**src/rtl/mem_lsu_pkg.sv**
```systemverilog
// mem_lsu_pkg: shared definitions for the load/store unit.
//   - access size codes (SZ_B/SZ_H/SZ_W/SZ_D)
//   - LSU state encoding
//   - size_mask(): right-justified data mask for an access size
//   - low_mask():  byte-address bits that lie below the size boundary
package mem_lsu_pkg;

  localparam logic [1:0] SZ_B = 2'b00;
  localparam logic [1:0] SZ_H = 2'b01;
  localparam logic [1:0] SZ_W = 2'b10;
  localparam logic [1:0] SZ_D = 2'b11;

  typedef enum logic {
    ST_IDLE   = 1'b0,
    ST_RMW_WR = 1'b1
  } lsu_state_t;

  function automatic logic [63:0] size_mask(input logic [1:0] size);
    case (size)
      SZ_B:    return 64'h0000_0000_0000_00FF;
      SZ_H:    return 64'h0000_0000_0000_FFFF;
      SZ_W:    return 64'h0000_0000_FFFF_FFFF;
      default: return '1;
    endcase
  endfunction

  function automatic logic [2:0] low_mask(input logic [1:0] size);
    case (size)
      SZ_B:    return 3'b000;
      SZ_H:    return 3'b001;
      SZ_W:    return 3'b011;
      default: return 3'b111;
    endcase
  endfunction

endpackage

```
**src/rtl/lsu_lane_align.sv**
```systemverilog
// lsu_lane_align: combinational lane steering for the LSU.
//   Extract: pulls the size-wide field at byte lane 'lane' out of rdata and
//            zero- or sign-extends it to 64 bits (ext_data).
//   Insert:  replaces the size-wide field at 'lane' in rdata with the low
//            bits of wdata (merged), used by the sub-word store RMW path.
// Ports:
//   rdata    in  64  dword read from data_mem
//   lane     in  3   byte lane (addr[2:0], already aligned to size)
//   size     in  2   access size code
//   sext     in  1   sign-extend the extracted field
//   wdata    in  64  right-justified store data
//   ext_data out 64  extracted, extended load value
//   merged   out 64  rdata with the store field inserted
module lsu_lane_align
  import mem_lsu_pkg::*;
(
  input  logic [63:0] rdata,
  input  logic [2:0]  lane,
  input  logic [1:0]  size,
  input  logic        sext,
  input  logic [63:0] wdata,
  output logic [63:0] ext_data,
  output logic [63:0] merged
);

  logic [5:0]  shamt;
  logic [63:0] mask;
  logic [63:0] field;
  logic [63:0] lane_mask;
  logic        sign;

  always_comb begin
    shamt = {lane, 3'b000};
    mask  = size_mask(size);
    field = (rdata >> shamt) & mask;
    case (size)
      SZ_B:    sign = field[7];
      SZ_H:    sign = field[15];
      SZ_W:    sign = field[31];
      default: sign = field[63];
    endcase
    ext_data  = (sext && sign) ? (field | ~mask) : field;
    lane_mask = mask << shamt;
    merged    = (rdata & ~lane_mask) | ((wdata & mask) << shamt);
  end

endmodule

```
**src/rtl/mem_lsu.sv**
```systemverilog
// mem_lsu: load/store unit between the EX/MEM register and data_mem.
//   Adds byte/half/word/dword loads (optionally sign-extended) and stores on
//   top of a 64-bit dword-indexed memory. Sub-word stores are a 2-cycle
//   read-modify-write that stalls the pipeline for one cycle. Load results
//   are registered (1-cycle latency).
// Optional feature macro: LSU_ALIGN_CHECK_EN
//   defined   - misaligned accesses are rejected and flag err
//   undefined - address bits below the size boundary are forced to 0
// Ports:
//   clk, rst_n            clock, async active-low reset
//   req_ld, req_st        load / store request
//   req_size, req_sext    access size code, sign-extend load result
//   req_addr, req_wdata   byte address, right-justified store data
//   mem_rdata             data_mem read data (combinational)
//   MemRead, MemWrite     data_mem strobes
//   mem_addr, mem_wdata   data_mem address / write data
//   stall                 freeze the front of the pipeline this cycle
//   ld_data, ld_valid     registered load result and its 1-cycle valid
//   err                   misalignment or ld+st collision
module mem_lsu
  import mem_lsu_pkg::*;
#(
  parameter int unsigned ADDR_W     = 64,
  parameter bit          ERR_STICKY = 1'b0
) (
  input  logic              clk,
  input  logic              rst_n,
  input  logic              req_ld,
  input  logic              req_st,
  input  logic [1:0]        req_size,
  input  logic              req_sext,
  input  logic [ADDR_W-1:0] req_addr,
  input  logic [63:0]       req_wdata,
  input  logic [63:0]       mem_rdata,
  output logic              MemRead,
  output logic              MemWrite,
  output logic [ADDR_W-1:0] mem_addr,
  output logic [63:0]       mem_wdata,
  output logic              stall,
  output logic [63:0]       ld_data,
  output logic              ld_valid,
  output logic              err
);

  lsu_state_t        state, state_nx;
  logic [ADDR_W-1:0] eff_addr;
  logic [ADDR_W-1:0] abuf;
  logic [63:0]       wbuf;
  logic [63:0]       ext_data;
  logic [63:0]       merged;
  logic              collide, misalign, bad;
  logic              do_ld, do_st_d, do_st_sub;

  // Request decode (only meaningful in ST_IDLE).
  always_comb begin
    collide  = req_ld & req_st;
    eff_addr = req_addr;
`ifdef LSU_ALIGN_CHECK_EN
    misalign = (req_ld | req_st) && ((req_addr[2:0] & low_mask(req_size)) != 3'b000);
`else
    misalign = 1'b0;
    eff_addr[2:0] = req_addr[2:0] & ~low_mask(req_size);
`endif
    bad       = collide | misalign;
    do_ld     = req_ld & ~req_st & ~misalign;
    do_st_d   = req_st & ~req_ld & ~misalign & (req_size == SZ_D);
    do_st_sub = req_st & ~req_ld & ~misalign & (req_size != SZ_D);
  end

  lsu_lane_align u_align (
    .rdata    (mem_rdata),
    .lane     (eff_addr[2:0]),
    .size     (req_size),
    .sext     (req_sext),
    .wdata    (req_wdata),
    .ext_data (ext_data),
    .merged   (merged)
  );

  // State register
  always_ff @(posedge clk or negedge rst_n) begin
    if (!rst_n) state <= ST_IDLE;
    else        state <= state_nx;
  end

  // Next-state logic
  always_comb begin
    state_nx = state;
    case (state)
      ST_IDLE:   if (do_st_sub) state_nx = ST_RMW_WR;
      ST_RMW_WR: state_nx = ST_IDLE;
      default:   state_nx = ST_IDLE;
    endcase
  end

  // Output decode. Strobes are gated with rst_n because the idle state alone
  // would still decode a pending request while reset is held.
  always_comb begin
    MemRead   = 1'b0;
    MemWrite  = 1'b0;
    stall     = 1'b0;
    mem_addr  = eff_addr;
    mem_wdata = req_wdata;
    if (rst_n) begin
      case (state)
        ST_IDLE: begin
          MemRead  = do_ld | do_st_sub;
          MemWrite = do_st_d;
          stall    = do_st_sub;
        end
        ST_RMW_WR: begin
          MemWrite  = 1'b1;
          mem_addr  = abuf;
          mem_wdata = wbuf;
        end
        default: ;
      endcase
    end
  end

  // Load result, RMW buffers and error flag
  always_ff @(posedge clk or negedge rst_n) begin
    if (!rst_n) begin
      ld_data  <= '0;
      ld_valid <= 1'b0;
      err      <= 1'b0;
      wbuf     <= '0;
      abuf     <= '0;
    end else begin
      ld_valid <= 1'b0;
      if (state == ST_IDLE) begin
        if (do_ld) begin
          ld_data  <= ext_data;
          ld_valid <= 1'b1;
        end
        if (do_st_sub) begin
          wbuf <= merged;
          abuf <= eff_addr;
        end
      end
      err <= (ERR_STICKY ? err : 1'b0) | ((state == ST_IDLE) && bad);
    end
  end

endmodule

```
**config.mk**
```make
export PLATFORM = sky130hd
export DESIGN_NAME = mem_lsu
export DESIGN_NICKNAME = d
export VERILOG_FILES = /design/src/rtl/mem_lsu_pkg.sv /design/src/rtl/lsu_lane_align.sv /design/src/rtl/mem_lsu.sv
export SDC_FILE = /design/constraint.sdc
export NUM_CORES = 1
export LEC_CHECK = 0
export CELL_PAD_IN_SITES_DETAIL_PLACEMENT = 1
export CELL_PAD_IN_SITES_GLOBAL_PLACEMENT = 1
export CORE_UTILIZATION = 37
export DETAILED_ROUTE_END_ITERATION = 10
export HOLD_SLACK_MARGIN = 0.12
export PLACE_DENSITY_LB_ADDON = 0.15
export REMOVE_ABC_BUFFERS = 1
export SLEW_MARGIN = 25
export SYNTH_ARGS = -nofsm -noshare
export SYNTH_HDL_FRONTEND = slang
export SYNTH_SLANG_ARGS = --single-unit
```
**constraint.sdc**
```tcl
create_clock -name clk -period 3.7 [get_ports clk]
set_input_delay 0.74 -clock clk [delete_from_list [all_inputs] [get_ports clk]]
set_output_delay 0.74 -clock clk [all_outputs]
set_load 0.1 [all_outputs]
```
==> impl_metrics.ini, run 1 <==
[status]
status = finished clean

[worst_setup_path]
worstSetupPathType = input port to primary output
crit_path_end_kind = primary output
worstSetupStartpointType = input port
worst-path-max-fanout = 16
reg2reg_to = ld_data[19]
reg2reg_setup_slack_ns = 1.00
cp.arrival_ns = 2.83
r2r.worst_path.cells = 6
cp_data_required_time_ns = 2.96
r2r-start = state

[clock_network]
path_clk_slew_ns = 0.08
ctsResizeCount = 0
clk_latency_ns = 0.45
cts.sinks = 195
cts_post_setup_buffers_inserted = 0
cts_tree = yes
numCtsBuffers = 17
clockBufferDepth = 2
cts_root_buf = clkbuf_16
h-tree-depth = 4
cts_hold_buf = 0

[grt]
grt_overflow = 0
antenna_found_initial = 1
met3_usage = 0.0900
grt_util_met1 = 0.395
grtUsageTotal = 0.321
grt_max_degree = 94
first_global_vias = 11737
met2_usage = 0.531
grt_first_pass_wirelength_um = 74300
grt-busiest-layer = met2

[synthesis]
syn_area_per_cell_um2 = 10.5
synth_ff_type = dfrtp_1
ys_types = 57
yosysSeqAreaShare = 0.435
synthCells = 1065
synth_top_area_frac = 0.435
async_flop_share = 1.00
ys_ff_latch = 195
synth_edf_count = 0
synth_area_leader_cell = dfrtp_1
yosys_warnings = 0
synth_area_um2 = 11200
synth.most_common_cell = dfrtp_1
ys_top_cells_by_area = dfrtp_1 44%, mux2_2 19%, a21oi_1 4.3%
yosys-top-cells-count = 195 x dfrtp_1, 194 x mux2_2, 96 x a21oi_1

[cells_and_area]
fin_cells = 1836
nets = 1633
fillers = 3105
n_antenna_cell = 0
fin_util = 0.588
layout-drive-gt1-share = 0.305
syn_to_final_growth_pct = 56.0

[floorplan]
die_h_um = 176
die_w_um = 176
ios = 396
initial_core_util = 0.377
coreArea_um2 = 29700
die-area_um2 = 31000
rows = 63

[flow_run]
maxCapViolCount = 0

[drt]
drt_first_pass_iters = 5
via_per_inst = 5.86
antenna_left = 0
drtIter0Drc = 704
via_count = 10755
drc = 0
post_drt_wl_per_cell_um = 26.8
drt-total-wl_um = 49200

[sta]
setup_violations = 0
finalHoldViolations = 0
worstMarginPinSlew_ns = 1.13
clock.fmax_ghz = 0.280
fin_skew_ns = 0.0152
rsz0062_at_grt = no
slew_viol_final = 0
period_needed_ns = 3.57
fin_setup_tns_ns = 0
slew_headroom = 0.247
timing.final.crit_share = 0.966
fin_ws_ns = 0.126

[power]
ir_drop_mv = 0.256
p_per_area_nw_per_um2 = 502
internal_power_w = 0.00484
p_leak_nw = 7.44
p_switching_w = 0.00394
seqPwrFrac = 0.321
pwr-share-clk = 0.214
switching_share = 0.449
combPwrFrac = 0.465

[hold_path]
holdCritPathClass = input port to asynchronous set/reset pin

[placement]
place.port_buffers = 395
dp_slack_ns = 0.149
dp_hpwl_um = 35700
gp_congestion = 0.924
place_inst = 1805
## layout make-up
cell class	instances	area [um2]	area share
clock buffer	18	429	0.0245
clock inverter	13	124	0.00708
inverter	2	7.51	0.000429
multi-input combinational	775	5890	0.337
sequential	195	4880	0.279
tap	390	488	0.0279
timing repair buffer	443	5670	0.324
## layer usage
| layer | vias up | share of wire |
|---|---|---|
| li1 | 4688 | - |
| met1 | 5424 | 0.39 |
| met2 | 539 | 0.48 |
| met3 | 104 | 0.091 |
| met4 | 0 | 0.037 |
| met5 | - | 0 |
## registers in the layout, summed over array words and instances, names as in the netlist
register	cells
abuf	64
err	1
ld_data	64
ld_valid	1
state	1
wbuf	64
## cell usage in the layout (no fill, tap or decap), types with 2 or more instances in the layout
| cell type | n |
|---|---|
| o31ai_1 | 2 |
| inv_1 | 2 |
| buf_12 | 136 |
| clkdlybuf4s50_1 | 254 |
| nand3_1 | 51 |
| a31oi_1 | 10 |
| buf_4 | 50 |
| dfrtp_1 | 195 |
| o21ai_1 | 9 |
| o22ai_1 | 7 |
| o211ai_1 | 2 |
| clkbuf_16 | 17 |
| nor2b_1 | 7 |
| mux2_4 | 4 |
| nor2_2 | 4 |
| nor2_1 | 72 |
| a2bb2oi_1 | 38 |
| a221o_1 | 6 |
| mux2i_1 | 48 |
| mux2_2 | 194 |
| a22o_1 | 8 |
| nand2b_1 | 6 |
| inv_6 | 7 |
| nand2_1 | 55 |
| a22oi_1 | 46 |
| and3_1 | 25 |
| and2_1 | 4 |
| clkinv_2 | 2 |
| clkinvlp_4 | 3 |
| o221ai_1 | 2 |
| a32oi_1 | 9 |
| and3b_1 | 3 |
| o21ai_0 | 32 |
| or2_2 | 2 |
| a21oi_1 | 96 |
| a22oi_2 | 4 |
| o21a_1 | 3 |
## power groups by stage
stage                     clock network, W  logic [W]  registers [W]
final                              0.00188    0.00408        0.00281
after global routing               0.00199    0.00423        0.00286
after CTS                          0.00191    0.00409        0.00281
after detailed placement                 0    0.00407        0.00285
after global placement                   0    0.00401        0.00282
after floorplan                          0    0.00171        0.00370
## through the flow
stage,hold slack (ns),instance area (um2),total power (W)
2_1_floorplan,0.444,10700,0.00541
3_3_place_gp,0.463,16900,0.00683
3_5_place_dp,0.473,16900,0.00692
4_1_cts,0.390,17500,0.00880
5_1_grt,0.413,17500,0.00907
6_report,0.371,17500,0.00877
## worst max-delay path by stage
stage | from | to | slack (ns) | cells past startpoint
after floorplan | req_size[1] | stall | -5.34 | 3
after global placement | req_size[0] | mem_addr[0] | 0.14 | 4
after detailed placement | req_size[0] | mem_addr[0] | 0.15 | 4
after CTS | req_size[0] | mem_addr[0] | 0.12 | 4
after global routing | req_size[0] | mem_addr[0] | 0.01 | 4
final | req_size[0] | mem_addr[0] | 0.13 | 4
## logic make-up (layout without fill, tap and decap cells)
group	Yosys count	count (layout)	synth area share
AND/OR/NAND/NOR	242	242	0.104
flip-flops	195	195	0.435
buffers and inverters	95	476	0.0442
AO/OA/AOI/OAI	286	286	0.171
multiplexers	247	247	0.245
## critical path: stages
cell             delay [ns]
clkdlybuf4s50_1        0.71
or3b_1                 0.53
o21ai_0                0.58
buf_12                 0.26
Power figures use the tool's default switching activity.
==> run 2: changes to the inputs <==
- RECOVER_POWER: default -> 50
==> impl_metrics.ini, run 2 (synthesis gave the netlist of run 1 again) <==
[cells_and_area]
layout-drive-gt1-share = 0.297
final_cell_mix = 210 x clkdlybuf4s50_1, 195 x dfrtp_1, 194 x mux2_2, 134 x buf_12, 96 x a21oi_1
reg_top3 = abuf (64), ld_data (64), wbuf (64)
syn_to_final_growth_pct = 55.1
nets = 1633
fillers = 3111
n_antenna_cell = 0
fin_util = 0.585
final_area_um2 = 17400
mostFrequentLayoutCell = clkdlybuf4s50_1

[sta]
fin_skew_ns = 0.0166
slew_viol_final = 71
rsz0062_at_grt = no
timing.final.crit_share = 0.964
clock.fmax_ghz = 0.280
finalHoldViolations = 0
setup_violations = 0
worstMarginPinSlew_ns = 1.96
slew_headroom = -0.307
fin_setup_tns_ns = 0
fin_ws_ns = 0.132
period_needed_ns = 3.57

[clock_network]
cts_root_buf = clkbuf_16
cts_hold_buf = 0
cts_tree = yes
clk_latency_ns = 0.45
ctsResizeCount = 0
h-tree-depth = 4
clockBufferDepth = 2
path_clk_slew_ns = 0.08
numCtsBuffers = 17
cts.sinks = 195
cts_post_setup_buffers_inserted = 0

[grt]
grt-busiest-layer = met2
first_global_vias = 11737
grt_overflow = 0
grtUsageTotal = 0.321
grt_util_met1 = 0.395
met3_usage = 0.0900
met2_usage = 0.531
grt_max_degree = 94
antenna_found_initial = 2
grt_first_pass_wirelength_um = 74300

[worst_setup_path]
cp_data_required_time_ns = 2.96
r2r-start = state
worst-path-max-fanout = 16
cp.arrival_ns = 2.83
crit_path_end_kind = primary output
critPathLaunch = req_size[0]
worstSetupStartpointType = input port
worstSetupPathType = input port to primary output
reg2reg_setup_slack_ns = 0.97

[drt]
drt-total-wl_um = 49000
drtIter0Drc = 703
drc = 0
antenna_left = 0
via_per_inst = 5.85
via_count = 10746
drt_first_pass_iters = 7
post_drt_wl_per_cell_um = 26.7

[floorplan]
die_h_um = 176
die-area_um2 = 31000
coreArea_um2 = 29700
ios = 396
die_w_um = 176
rows = 63
initial_core_util = 0.377

[hold_path]
holdCritPathClass = input port to asynchronous set/reset pin

[power]
seqPwrFrac = 0.322
internal_power_w = 0.00479
pwr-share-clk = 0.216
combPwrFrac = 0.462
switching_share = 0.451
p_switching_w = 0.00392
p_per_area_nw_per_um2 = 501
ir_drop_mv = 0.252
p_leak_nw = 7.46

[placement]
placed_area_um2 = 16900
dp_slack_ns = 0.149
dp_hpwl_um = 35700
place.port_buffers = 395
gp_congestion = 0.924

[status]
violations = max-capacitance violations, max-slew violations
status = finished, violations left

[flow_run]
maxCapViolCount = 1
[run 2: layer usage]
layer  wire (um)  vias up
met5           0        -
met1       19100     5453
met4        1820        0
li1            -     4684
met2       23700      507
met3        4380      102
[run 2: cell type report]
| class | count | area (um2) | share of cell area |
|---|---|---|---|
| Clock buffer | 18 | 429 | 0.0247 |
| Multi-Input combinational cell | 775 | 5870 | 0.338 |
| Tap cell | 390 | 488 | 0.0281 |
| Timing Repair Buffer | 443 | 5580 | 0.321 |
| Clock inverter | 13 | 124 | 0.00712 |
| Sequential cell | 195 | 4880 | 0.281 |
| Inverter | 2 | 7.51 | 0.000432 |
[run 2: power groups by stage]
stage / clock network, W / logic, W / registers, W
2_1_floorplan: 0 / 0.00171 / 0.00370
3_3_place_gp: 0 / 0.00401 / 0.00282
3_5_place_dp: 0 / 0.00407 / 0.00285
4_1_cts: 0.00191 / 0.00409 / 0.00281
5_1_grt: 0.00199 / 0.00417 / 0.00286
6_report: 0.00188 / 0.00402 / 0.00281
[run 2: worst paths after layout]
path	cells after the start	end
max in group asynchronous	3	wbuf[39]
worst max register to register	6	ld_data[17]
worst max-delay path	4	mem_addr[0]
worst min register to register	2	ld_data[1]
worst min-delay path	2	ld_data[50]
min in group clk	2	ld_data[1]
[run 2: metrics by stage]
stage / hold WS, ns / total power [W] / std cells
2_1_floorplan: 0.444 / 0.00541 / 972
3_3_place_gp: 0.463 / 0.00683 / 1805
3_5_place_dp: 0.473 / 0.00692 / 1805
4_1_cts: 0.390 / 0.00880 / 1836
5_1_grt: 0.510 / 0.00902 / 1836
6_report: 0.470 / 0.00871 / 1836
[run 2: worst max-delay path, cell delays in order]
cell and delay [ns]:
dlygate4sd3_1 0.76, or3b_1 0.48, o21ai_0 0.58, buf_12 0.26
==> run 3: changes to the inputs <==
- CORE_ASPECT_RATIO: default -> 0.7
- CTS_CLUSTER_SIZE: default -> 25
==> impl_metrics.ini, run 3 (synthesis gave the netlist of run 1 again) <==
[status]
status = finished clean

[cells_and_area]
multiInputGateArea_um2 = 5870
reg_top3 = abuf (64), ld_data (64), wbuf (64)
layout-drive-gt1-share = 0.295
syn_to_final_growth_pct = 56.0
fillers = 2992
seq_area_um2 = 4880
fin_cells = 1853
nets = 1630
mostFrequentLayoutCell = clkdlybuf4s50_1
final_cell_mix = 255 x clkdlybuf4s50_1, 195 x dfrtp_1, 194 x mux2_2, 136 x buf_12, 96 x a21oi_1

[sta]
rsz0062_at_grt = no
fin_ws_ns = 0.0861
timing.final.crit_share = 0.977
slew_viol_final = 0
fin_skew_ns = 0.00738
worstMarginPinSlew_ns = 1.39
clock.fmax_ghz = 0.277
fin_setup_tns_ns = 0
finalHoldViolations = 0
hold_slack_ns = 0.494
slew_headroom = 0.0713
setup_violations = 0
period_needed_ns = 3.61

[worst_setup_path]
cp_data_required_time_ns = 2.96
critPathMaxStageDelay_ns = 0.53
crit_slowest_cell = dlygate4sd3_1
r2r-start = state
worstSetupStartpointType = input port
crit_path_end_kind = primary output
critPathBufInv = 4
path_common_cell = buf_4
worst-path-max-fanout = 18
worstSetupPathType = input port to primary output
critPathLaunch = req_size[0]
crit_family = buffers and inverters
crit_chain = dlygate4sd3_1 > buf_4 > or3b_1 > o21ai_0 > buf_4 > buf_12
cp.arrival_ns = 2.87

[power]
total_power_w = 0.00884
seqPwrFrac = 0.318
combPwrFrac = 0.459
pwr-share-clk = 0.222
switching_share = 0.446
p_leak_nw = 7.41
p_per_area_nw_per_um2 = 506
p_switching_w = 0.00394
internal_power_w = 0.00490
ir_drop_mv = 0.301

[floorplan]
die_w_um = 210
ios = 396
die-area_um2 = 31000
die_h_um = 148
rows = 52
coreArea_um2 = 29300
initial_core_util = 0.382

[clock_network]
numCtsBuffers = 17
clockBufferDepth = 2
cts.sinks = 195
cts_hold_buf = 0
cts_tree = yes
cts_post_setup_buffers_inserted = 0
clk_latency_ns = 0.46
h-tree-depth = 4
ctsResizeCount = 0
cts_root_buf = clkbuf_16
path_clk_slew_ns = 0.08

[grt]
first_global_vias = 11443
grtUsageTotal = 0.323
grt_overflow = 0
antenna_found_initial = 6
grt_max_degree = 113
grt_first_pass_wirelength_um = 74500

[drt]
antenna_left = 0
wl_met1_um = 20400
via_per_inst = 5.84
wl_met2_um = 23800
drt-total-wl_um = 49500
dr.max_layer_used = met5
drc = 0
post_drt_wl_per_cell_um = 26.7
met3_length_um = 4490
drt_first_pass_iters = 5
drtIter0Drc = 963
via_count = 10829

[placement]
dp_slack_ns = 0.152
place_inst = 1817
gp_congestion = 0.881
place.port_buffers = 395
dp_hpwl_um = 36200

[flow_run]
maxCapViolCount = 0

[hold_path]
holdCritPathClass = flip-flop to flip-flop
hp-start = ld_data[7]
[run 3: final cells by class]
class                      count  area share
clock inverter                15     0.00995
sequential                   195       0.279
clock buffer                  17      0.0243
multi-input combinational    775       0.336
timing repair buffer         440       0.321
tap                          405      0.0290
inverter                       2    0.000429
antenna                        4    0.000573
[run 3: through the flow]
step	cell area, um2	util
floorplan	10700	-
global placement	16900	0.578
detailed placement	17000	0.578
CTS	17600	0.598
global route	17500	0.596
finish	17500	0.596
[run 3: tightest hold or removal path: stages, from the launching register on]
cell and delay, ns:
dfrtp_1 0.36, nand2_1 0.05, nand2_1 0.05
[run 3: path summary, 6_finish.rpt]
path	endpoint	slack, ns	cells after the start
worst min-delay path	ld_data[7]	0.49	2
worst max-delay path	mem_addr[0]	0.09	6
max in group asynchronous	wbuf[26]	1.06	3
worst max register to register	ld_data[39]	0.62	7
worst min register to register	ld_data[7]	0.49	2
min in group asynchronous	ld_data[42]	0.54	2
[run 3: power by group through the flow]
stage | combinational, W | sequential, W | clock, W
after floorplan | 0.00171 | 0.00370 | 0
after global placement | 0.00400 | 0.00282 | 0
after detailed placement | 0.00407 | 0.00285 | 0
after CTS | 0.00409 | 0.00281 | 0.00200
after global routing | 0.00421 | 0.00286 | 0.00207
final | 0.00406 | 0.00281 | 0.00197
[run 3: routing by layer]
| layer | track usage | up-vias |
|---|---|---|
| li1 | - | 4704 |
| met1 | 0.421 | 5523 |
| met2 | 0.526 | 531 |
| met3 | 0.0958 | 65 |
| met4 | 0.0821 | 6 |
| met5 | 0 | - |
